**config.mk**
```make
export PLATFORM = sky130hd
export DESIGN_NAME = enable_table_loader
export DESIGN_NICKNAME = d
export VERILOG_FILES = /design/src/rtl/ramenable_pkg.sv /design/src/rtl/enable_table_loader_entry_unpacker.sv /design/src/rtl/enable_table_loader.sv
export SDC_FILE = /design/constraint.sdc
export NUM_CORES = 1
export LEC_CHECK = 0
export ABC_CLOCK_PERIOD_IN_PS = 2300
export CORE_ASPECT_RATIO = 0.8
export CORE_UTILIZATION = 54
export CTS_CLUSTER_DIAMETER = 30
export DETAILED_ROUTE_END_ITERATION = 8
export PLACE_DENSITY = 0.93
export SYNTH_ARGS = -nofsm -noshare
export SYNTH_HDL_FRONTEND = slang
export SYNTH_SLANG_ARGS = --single-unit
```
**constraint.sdc**
```tcl
create_clock -name fpga_clk -period 2.3 [get_ports fpga_clk]
set_input_delay 0.23 -clock fpga_clk [delete_from_list [all_inputs] [get_ports fpga_clk]]
set_output_delay 0.23 -clock fpga_clk [all_outputs]
set_load 0.01 [all_outputs]
```
**src/rtl/ramenable_pkg.sv**
```systemverilog
// Shared definitions for the RAM/bus enable table: entry layout, table
// geometry and the loader state encoding.
package ramenable_pkg;

    // One table entry is {ram_en, bus_en}; the table consumer uses the
    // same bit positions.
    localparam int ENTRY_BITS       = 2;
    localparam int RAM_EN_BIT       = 1;
    localparam int BUS_EN_BIT       = 0;

    // 512 entries: rwbar + 8 page bits.
    localparam int TABLE_ADDR_BITS  = 9;
    localparam int CONFIG_BITS      = 6;

    // A packed image is 128 bytes of 4 entries each.
    localparam int BYTES_PER_IMAGE  = 128;
    localparam int BYTE_IDX_BITS    = $clog2(BYTES_PER_IMAGE);
    localparam int ENTRIES_PER_BYTE = 8 / ENTRY_BITS;
    localparam int K_BITS           = $clog2(ENTRIES_PER_BYTE);

    localparam int TIMEOUT_CYCLES   = 255;

    typedef enum logic [2:0] {
        IDLE,
        REQ,
        WAIT,
        WRITE,
        DONE
    } state_t;

endpackage

```
**src/rtl/enable_table_loader_entry_unpacker.sv**
```systemverilog
// entry_unpacker: holds one image byte and presents its four 2-bit entries
// LSB pair first, with the entry index k and a flag on the last entry.
//   clk, rst   : clock, asynchronous active-high reset
//   load       : capture byte_in and restart at k=0
//   byte_in    : image byte from config memory
//   advance    : move to the next entry
//   entry      : current entry value
//   k          : current entry index within the byte
//   last       : current entry is the fourth of the byte
module entry_unpacker
    import ramenable_pkg::*;
(
    input  logic                  clk,
    input  logic                  rst,
    input  logic                  load,
    input  logic [7:0]            byte_in,
    input  logic                  advance,
    output logic [ENTRY_BITS-1:0] entry,
    output logic [K_BITS-1:0]     k,
    output logic                  last
);

    logic [7:0]        shreg_q, shreg_d;
    logic [K_BITS-1:0] k_q, k_d;

    always_ff @(posedge clk or posedge rst) begin
        if (rst) begin
            shreg_q <= '0;
            k_q     <= '0;
        end else begin
            shreg_q <= shreg_d;
            k_q     <= k_d;
        end
    end

    always_comb begin
        shreg_d = shreg_q;
        k_d     = k_q;
        if (load) begin
            shreg_d = byte_in;
            k_d     = '0;
        end else if (advance) begin
            shreg_d = shreg_q >> ENTRY_BITS;
            k_d     = k_q + K_BITS'(1);
        end
    end

    assign entry = shreg_q[ENTRY_BITS-1:0];
    assign k     = k_q;
    assign last  = (k_q == K_BITS'(ENTRIES_PER_BYTE - 1));

endmodule

```
**src/rtl/enable_table_loader.sv**
```systemverilog
// enable_table_loader: fetches one packed 128-byte image from config memory
// and writes its 512 two-bit entries into the RAM/bus enable table.
//   fpga_clk, reset   : clock, asynchronous active-high reset
//   start, abort      : begin loading config_sel / terminate a load
//   config_sel        : image index, latched on an accepted start
//   mem_addr, mem_rd  : byte address and one-cycle read request
//   mem_data/valid    : read data and its strobe
//   table_we/val/     : table write strobe, entry value and index
//   table_write_addr
//   busy, done, error : load in progress, completion pulse, sticky timeout
module enable_table_loader #(
    parameter int TABLE_ADDR_BITS = ramenable_pkg::TABLE_ADDR_BITS,
    parameter int ENTRY_BITS      = ramenable_pkg::ENTRY_BITS,
    parameter int CONFIG_BITS     = ramenable_pkg::CONFIG_BITS,
    parameter int TIMEOUT_CYCLES  = ramenable_pkg::TIMEOUT_CYCLES
) (
    input  logic                       fpga_clk,
    input  logic                       reset,
    input  logic                       start,
    input  logic                       abort,
    input  logic [CONFIG_BITS-1:0]     config_sel,
    output logic [CONFIG_BITS+7-1:0]   mem_addr,
    output logic                       mem_rd,
    input  logic [7:0]                 mem_data,
    input  logic                       mem_valid,
    output logic                       table_we,
    output logic [ENTRY_BITS-1:0]      table_val,
    output logic [TABLE_ADDR_BITS-1:0] table_write_addr,
    output logic                       busy,
    output logic                       done,
    output logic                       error
);

    import ramenable_pkg::state_t;
    import ramenable_pkg::IDLE;
    import ramenable_pkg::REQ;
    import ramenable_pkg::WAIT;
    import ramenable_pkg::WRITE;
    import ramenable_pkg::DONE;
    import ramenable_pkg::BYTES_PER_IMAGE;
    import ramenable_pkg::BYTE_IDX_BITS;
    import ramenable_pkg::K_BITS;

    localparam int TO_BITS = $clog2(TIMEOUT_CYCLES + 1);
    localparam logic [BYTE_IDX_BITS-1:0] LAST_BYTE =
        BYTE_IDX_BITS'(BYTES_PER_IMAGE - 1);

    // The write address is a plain {byte_idx, k} concatenation, so the
    // table geometry is fixed by the image layout.
    generate
        if (TABLE_ADDR_BITS != BYTE_IDX_BITS + K_BITS) begin : g_bad_addr
            $error("TABLE_ADDR_BITS must equal 9");
        end
        if (ENTRY_BITS != 2) begin : g_bad_entry
            $error("ENTRY_BITS must equal 2");
        end
        if (TIMEOUT_CYCLES < 1) begin : g_bad_to
            $error("TIMEOUT_CYCLES must be at least 1");
        end
    endgenerate

    state_t                     state_q, state_d;
    logic [CONFIG_BITS-1:0]     cfg_q, cfg_d;
    logic [BYTE_IDX_BITS-1:0]   byte_idx_q, byte_idx_d;
    logic [TO_BITS-1:0]         to_cnt_q, to_cnt_d;
    logic                       error_q, error_d;
    logic [TABLE_ADDR_BITS-1:0] waddr_q, waddr_d;

    logic                       start_ok;
    logic                       aborting;
    logic                       timeout_hit;
    logic                       load;
    logic                       advance;
    logic [ENTRY_BITS-1:0]      entry;
    logic [K_BITS-1:0]          k;
    logic                       last;
    logic [TABLE_ADDR_BITS-1:0] wr_addr;

    assign aborting    = abort && (state_q != IDLE);
    assign start_ok    = (state_q == IDLE) && start && !abort;
    assign timeout_hit = (to_cnt_q == TO_BITS'(TIMEOUT_CYCLES - 1));
    assign load        = (state_q == WAIT) && mem_valid && !abort;
    assign advance     = (state_q == WRITE) && !abort;
    assign wr_addr     = TABLE_ADDR_BITS'({byte_idx_q, k});

    entry_unpacker u_unpack (
        .clk     (fpga_clk),
        .rst     (reset),
        .load    (load),
        .byte_in (mem_data),
        .advance (advance),
        .entry   (entry),
        .k       (k),
        .last    (last)
    );

    always_ff @(posedge fpga_clk or posedge reset) begin
        if (reset) begin
            state_q    <= IDLE;
            cfg_q      <= '0;
            byte_idx_q <= '0;
            to_cnt_q   <= '0;
            error_q    <= 1'b0;
            waddr_q    <= '0;
        end else begin
            state_q    <= state_d;
            cfg_q      <= cfg_d;
            byte_idx_q <= byte_idx_d;
            to_cnt_q   <= to_cnt_d;
            error_q    <= error_d;
            waddr_q    <= waddr_d;
        end
    end

    always_comb begin
        state_d = state_q;
        if (aborting) begin
            state_d = IDLE;
        end else begin
            unique case (state_q)
                IDLE:  if (start_ok) state_d = REQ;
                REQ:   state_d = WAIT;
                WAIT: begin
                    if (mem_valid)        state_d = WRITE;
                    else if (timeout_hit) state_d = IDLE;
                end
                WRITE: begin
                    if (last) begin
                        state_d = (byte_idx_q == LAST_BYTE) ? DONE : REQ;
                    end
                end
                DONE:  state_d = IDLE;
                default: state_d = IDLE;
            endcase
        end
    end

    always_comb begin
        cfg_d      = cfg_q;
        byte_idx_d = byte_idx_q;
        to_cnt_d   = to_cnt_q;
        error_d    = error_q;
        waddr_d    = waddr_q;
        if (start_ok) begin
            cfg_d      = config_sel;
            byte_idx_d = '0;
            error_d    = 1'b0;
        end
        if (!aborting) begin
            if (state_q == REQ) begin
                to_cnt_d = '0;
            end
            if (state_q == WAIT && !mem_valid) begin
                to_cnt_d = to_cnt_q + TO_BITS'(1);
                if (timeout_hit) error_d = 1'b1;
            end
            if (state_q == WRITE) begin
                // Remember the last written index so the address output
                // holds it once the load leaves WRITE.
                waddr_d = wr_addr;
                if (last && byte_idx_q != LAST_BYTE) begin
                    byte_idx_d = byte_idx_q + BYTE_IDX_BITS'(1);
                end
            end
        end
    end

    always_comb begin
        mem_addr         = {cfg_q, byte_idx_q};
        mem_rd           = (state_q == REQ);
        table_we         = 1'b0;
        table_val        = '0;
        table_write_addr = waddr_q;
        busy             = (state_q != IDLE);
        done             = (state_q == DONE);
        error            = error_q;
        if (state_q == WRITE) begin
            table_we         = 1'b1;
            table_val        = entry;
            table_write_addr = wr_addr;
        end
    end

endmodule
```
; ---- Word level (Yosys, flattened, before mapping)
; Cells that the tools add are included.
[word_totals]
latchBits = 0
romBits = 0
wordCells = 63
input_bits = 19
register_bits = 44
ramBits = 0
memories = 0
out_inout_bits = 29
[op_classes]
n_eq_ne = 11
bitwise_logic = 1
div_mod_pow = 0
reduce_logical = 16
n_lt_le_gt_ge = 0
shift = 0
mux = 24
n_mul = 0
add_sub_neg = 3
[op_table]
columns = op, n
row1 = two-way mux 8 bit, 4
row2 = two-way mux 7 bit, 4
row3 = two-way mux 3 bit, 6
row4 = case mux 3 bit (4 select lines), 1
row5 = two-way mux 9 bit, 1
row6 = adder 8 x 1 -> 8 bit (second input constant), 1
row7 = == test 8 bit (second input constant), 1
row8 = logical AND 1 bit, 8
row9 = adder 7 x 1 -> 7 bit (second input constant), 1
row10 = == test 7 bit (second input constant), 1
row11 = inequality test 7 bit (second input constant), 1
row12 = == test 3 x 2 -> 1 bit (second input constant), 2
row13 = two-way mux 2 bit, 3
row14 = inequality test 3 bit (second input constant), 2
row15 = two-way mux 1 bit, 5
row16 = inequality test 4 bit (second input constant), 1
row17 = nonzero test 2 bit, 2
row18 = == test 3 x 1 -> 1 bit (second input constant), 1
row19 = == test 3 bit (second input constant), 1
row20 = logical NOT 3 bit, 1
row21 = AND reduction 3 bit, 1
row22 = nonzero test 3 bit, 1
row23 = adder 2 x 1 -> 2 bit (second input constant), 1
row24 = == test 2 bit (second input constant), 1
row25 = other kinds (3), 4

; ---- Logic depth before layout (Yosys ltp)
[depth]
word_depth = 7
mapped_depth = 6

; ---- Modules after synthesis
; A second synthesis with hierarchy kept.
[unflattened]
cells_unflattened = 235
area_unflattened_um2 = 2309.7
[modules_own_cells]
columns = module, cells_per_inst, area_per_inst_um2, n_inst
row1 = enable_table_loader, 190, 1821.7, 1
row2 = entry_unpacker, 45, 488.0, 1

; ---- Worst setup path after synthesis
; No wires, ideal clock.
[synth_timing]
path_kind = register -> register
from = register state_q[0]
to = register waddr_q[7]
slack_ns = 0.726
arrival_ns = 1.450
path_stages_with_launch = 6
t_required_ns = 2.175
setup_time_ns = 0.125
n_path_buf = 1
cell_sequence = dfrtp_1 nand2_2 nor2_2 buf_4 mux2_4 mux2_2
[synth_via]
elab_chain_cells = 2
word_cells_on_any_way = 4
classes_between = 1 x eq/ne / 1 x mux / 2 x reduce/logical
[synth_rtl]
columns = element, line_no
row1 = "start, declared", enable_table_loader.sv:62  ; state_t state_q, state_d;
row2 = "start signal, assigned", enable_table_loader.sv:106  ; state_q <= state_d;
row3 = == test 3 x 2 -> 1 bit, n/a
row4 = two-way mux 9 bit, n/a
row5 = net table_write_addr[7], enable_table_loader.sv:28  ; output logic [TABLE_ADDR_BITS-1:0] table_write_addr,
row6 = "end signal, assigned", enable_table_loader.sv:111  ; waddr_q <= waddr_d;
row7 = "end, declared", enable_table_loader.sv:67  ; logic [TABLE_ADDR_BITS-1:0] waddr_q, waddr_d;
; The timed path passes the listed nets, and every way through them passes these cells.
; A chain may end at the register's enable or synchronous reset.

; ---- Final worst setup path
[layout_timing]
from = register state_q[1]
to = output port table_write_addr[5]
[layout_via]
elab_chain_cells = 2
[layout_rtl]
columns = element, line_no
row1 = == test 3 x 2 -> 1 bit, enable_table_loader.sv:177  ; if (state_q == WRITE) begin
row2 = two-way mux 9 bit, n/a
row3 = "end, declared", enable_table_loader.sv:28
; Every way passes these cells.

==> impl_metrics.csv <==
group,metric,value,unit
setup_path,crit_buf_inv,2,
setup_path,timing.critical_path.from_type,"flip-flop",
synthesis,yosysTopAreaCellShare,0.497,
sta,relative_max_transition_margin,0.645,
sta,grt_setup_unrepaired,"false",
drt,vias_per_cell,5.70,
setup_path,r2r_end,"state_q[0]",
global_route,grt_usage,0.240,
pwr,worst_ir_drop_vdd,0.582,mV
synthesis,yosysWarnings,0,
pwr,cellLeakagePower,1.32,nW
setup_path,reg2reg_depth,5,
cts,clk_pin_slew,0.08,ns
layout,multi_input_gate_area,0.00104,sq mm
cts,tritoncts,"done",
sta,tightestPinTransition,0.532,ns
place,gpl.final_weighted_congestion,0.849,
layout,finish.instance_area,0.00288,sq mm
setup_path,critical_path.cell_chain,"nand2_2, nor2_2, buf_4, mux2_2, clkdlybuf4s50_1",
layout,area.sequential,0.00110,sq mm
die,area_of_the_placeable_core,0.00385,sq mm
place,dpl_cell_area,0.00274,sq mm
die,die-area,0.00437,sq mm
drt,detail_route.drc_violations,0,
setup_path,cpMaxStageDelayCell,"sky130_fd_sc_hd__clkdlybuf4s50_1",
die,initial_utilization,0.575,
layout,proportion_of_layout_cells_with_a_drive_suffix_above_1,0.170,
cts,clock_sinks,44,
drt,number_of_drc_violations_after_detailed_routing_iteration_0,94,
cts,max-clock-path-buffers,2,
global_route,pin_count_of_the_biggest_net_entering_global_routing,45,
layout,layout.cells.most_common,"sky130_fd_sc_hd__clkdlybuf4s50_1",
layout,finalNetCount,287,
synthesis,cell_taking_the_most_area_after_synthesis,"sky130_fd_sc_hd__dfrtp_1",
layout,layout-area-overhead-vs-synth,30.0,%
setup_path,worst-path-max-fanout,12,
sta,max_freq,0.454,GHz
drt,drt-pass1-iter-count,4,
synthesis,synth_area_per_cell,10.5,sq um
sta,timing.final.max_slew_violations,0,
cts,cts_buffers,5,
sta,totalNegativeSetupSlack,0,ns
run_status,run_status,"complete, no violations",
layout,fill_cell_total_of_the_finished_layout,282,
layout,diode_insertion_count_for_antenna_repair,0,
die,floorplan.io_pins,48,
global_route,grt_antenna_before_repair,0,
sta,finalHoldViolCount,0,
flow_run,drv_cap,0,
synthesis,synth-seq-area-share,0.497,
setup_path,critical_path.reg2reg.startpoint,"byte_idx_q[0]",
cts,htree_num_levels,2,
synthesis,synth.distinct_cells,48,
drt,drt-wirelength-per-cell,15.0,um
drt,vias,1825,
sta,layout_worst_path_cycle_share,0.958,
global_route,first_pass_grt_wire_length,7.73,mm
setup_path,regToRegSetupSlack,0.57,ns
sta,final_count_of_negative_setup_slack_endpoints,0,
place,hpwlAfterDp,3.33,mm
synthesis,ys_top_cells_by_area,"sky130_fd_sc_hd__dfrtp_1 (50%), sky130_fd_sc_hd__mux2_2 (7.6%), sky130_fd_sc_hd__nand2_1 (5.6%), sky130_fd_sc_hd__ha_1 (2.3%), sky130_fd_sc_hd__nand3_1 (2.0%)",
setup_path,setup.worst_path.class,"flip-flop to output port",
synthesis,synth-seq-cells,44,
drt,post_route_ant_nets,0,
pwr,pwr_density_cell,918,mW/mm^2
die,chipWidth,73.6,um
synthesis,post_synth_inst_count,211,
cts,clk_latency,0.30,ns
synthesis,syn-num-nets,234,
cts,cts_root_buf,"sky130_fd_sc_hd__clkbuf_8",
die,fp-row-count,20,
synthesis,synth_area,0.00222,sq mm
die,die_y,59.3,um
sta,clock-skew-final,0.00931,ns
setup_path,cp_top_family,"buffers and inverters",
setup_path,cp.arrival,1.97,ns
setup_path,data_required_time_of_the_critical_path,2.07,ns
drt,wirelength,4.80,mm
min_path,timing.hold.worst.class,"input pin to async pin",
layout,layout.cells.most_common_list,"sky130_fd_sc_hd__clkdlybuf4s50_1 (47), sky130_fd_sc_hd__dfrtp_1 (42), sky130_fd_sc_hd__nand2_1 (33)",
place,placement.io_buffers,47,
setup_path,critical_path_capture_point_type,"output port",
global_route,globalRouteOverflowTotal,0,
pwr,total_power,2.65,mW
global_route,grt_pass1_vias,1675,
sta,final.min_clock_period,2.20,ns
setup_path,critPathMaxStageDelay,0.48,ns
repair_timing:
action                     in CTS  in global routing
hold endpoints to repair        0                  0
hold buffers                    0                  0
resized for setup               2                  0
setup buffers                   0                  2
setup endpoints to repair       8                  7
state kept, by name, summed over array words and instances, names as in the netlist:
register / cells
u_unpack.k: 2
u_unpack.shreg_q: 8
cfg_q: 6
to_cnt_q: 8
state_q: 3
error: 1
waddr_q: 9
byte_idx_q: 7
metrics by stage:
step            util  setup slack, ns  instances  hold WS [ns]
2_1_floorplan      -            0.726        211         0.347
6_report       0.748           0.0970        320         0.366
4_1_cts        0.744           0.0585        318         0.382
3_3_place_gp   0.712            0.358        310         0.453
3_5_place_dp   0.712            0.319        310         0.460
5_1_grt        0.748          0.00955        320         0.415
cell usage after synthesis (all sizes together):
master	n
a211o	1
a21o	5
a21oi	6
a22o	4
a2bb2oi	1
a31oi	1
and2	5
and2b	1
and3	3
and4bb	1
buf	6
clkbuf	2
dfrtp	44
ha	4
inv	6
mux2	18
nand2	34
nand2b	1
nand3	9
nand3b	2
nand4	2
nor2	12
nor2b	2
nor3	3
nor3b	1
o2111ai	2
o211ai	6
o21a	1
o21ai	9
o22ai	2
o31ai	4
o32a	1
o32ai	1
or2	3
or3	3
xnor2	2
xor2	3
power by group:
part           leakage [nW]  switching [mW]  total [mW]  internal (mW)
sequential            0.581           0.132        1.10          0.964
clock                0.0614           0.267       0.622          0.355
combinational         0.673           0.428       0.929          0.501
total                  1.32           0.826        2.65           1.82
layer usage:
metal / global-route usage / share of wire
met3: 0.0527 / 0.047
met4: 0.102 / 0.020
met2: 0.364 / 0.46
met5: 0 / 0
met1: 0.334 / 0.47
tightest hold or removal path, cell delays in order:
cell and delay, ns:
sky130_fd_sc_hd__clkdlybuf4s50_1 0.40, sky130_fd_sc_hd__clkinv_1 0.05, sky130_fd_sc_hd__buf_4 0.44
how the worst max path moves through the flow:
stage / start / to / slack, ns / cells past startpoint
finish: state_q[1] / table_write_addr[5] / 0.1 / 5
global route: state_q[1] / table_write_addr[6] / 0.01 / 5
CTS: state_q[0] / table_write_addr[5] / 0.06 / 5
detailed placement: state_q[0] / table_write_addr[5] / 0.32 / 5
global placement: state_q[0] / table_write_addr[5] / 0.36 / 5
floorplan: state_q[0] / waddr_q[7] / 0.73 / 5
final cells by class:
type                    count  share of cell area
inverters                   6             0.00782
repair buffers             54               0.182
flip-flops and latches     44               0.383
well taps                  55              0.0239
clock buffers               6              0.0287
clock inverters             2              0.0135
multi-input cells         153               0.362
kinds of logic after synthesis:
kind of cell	share of synthesized area
fa+ha+maj	0.0226
simple gates	0.191
buf+inv	0.0333
xor+xnor	0.0198
flops	0.497
mux	0.0931
compound gates	0.143
(Power assumes the default switching activity.)
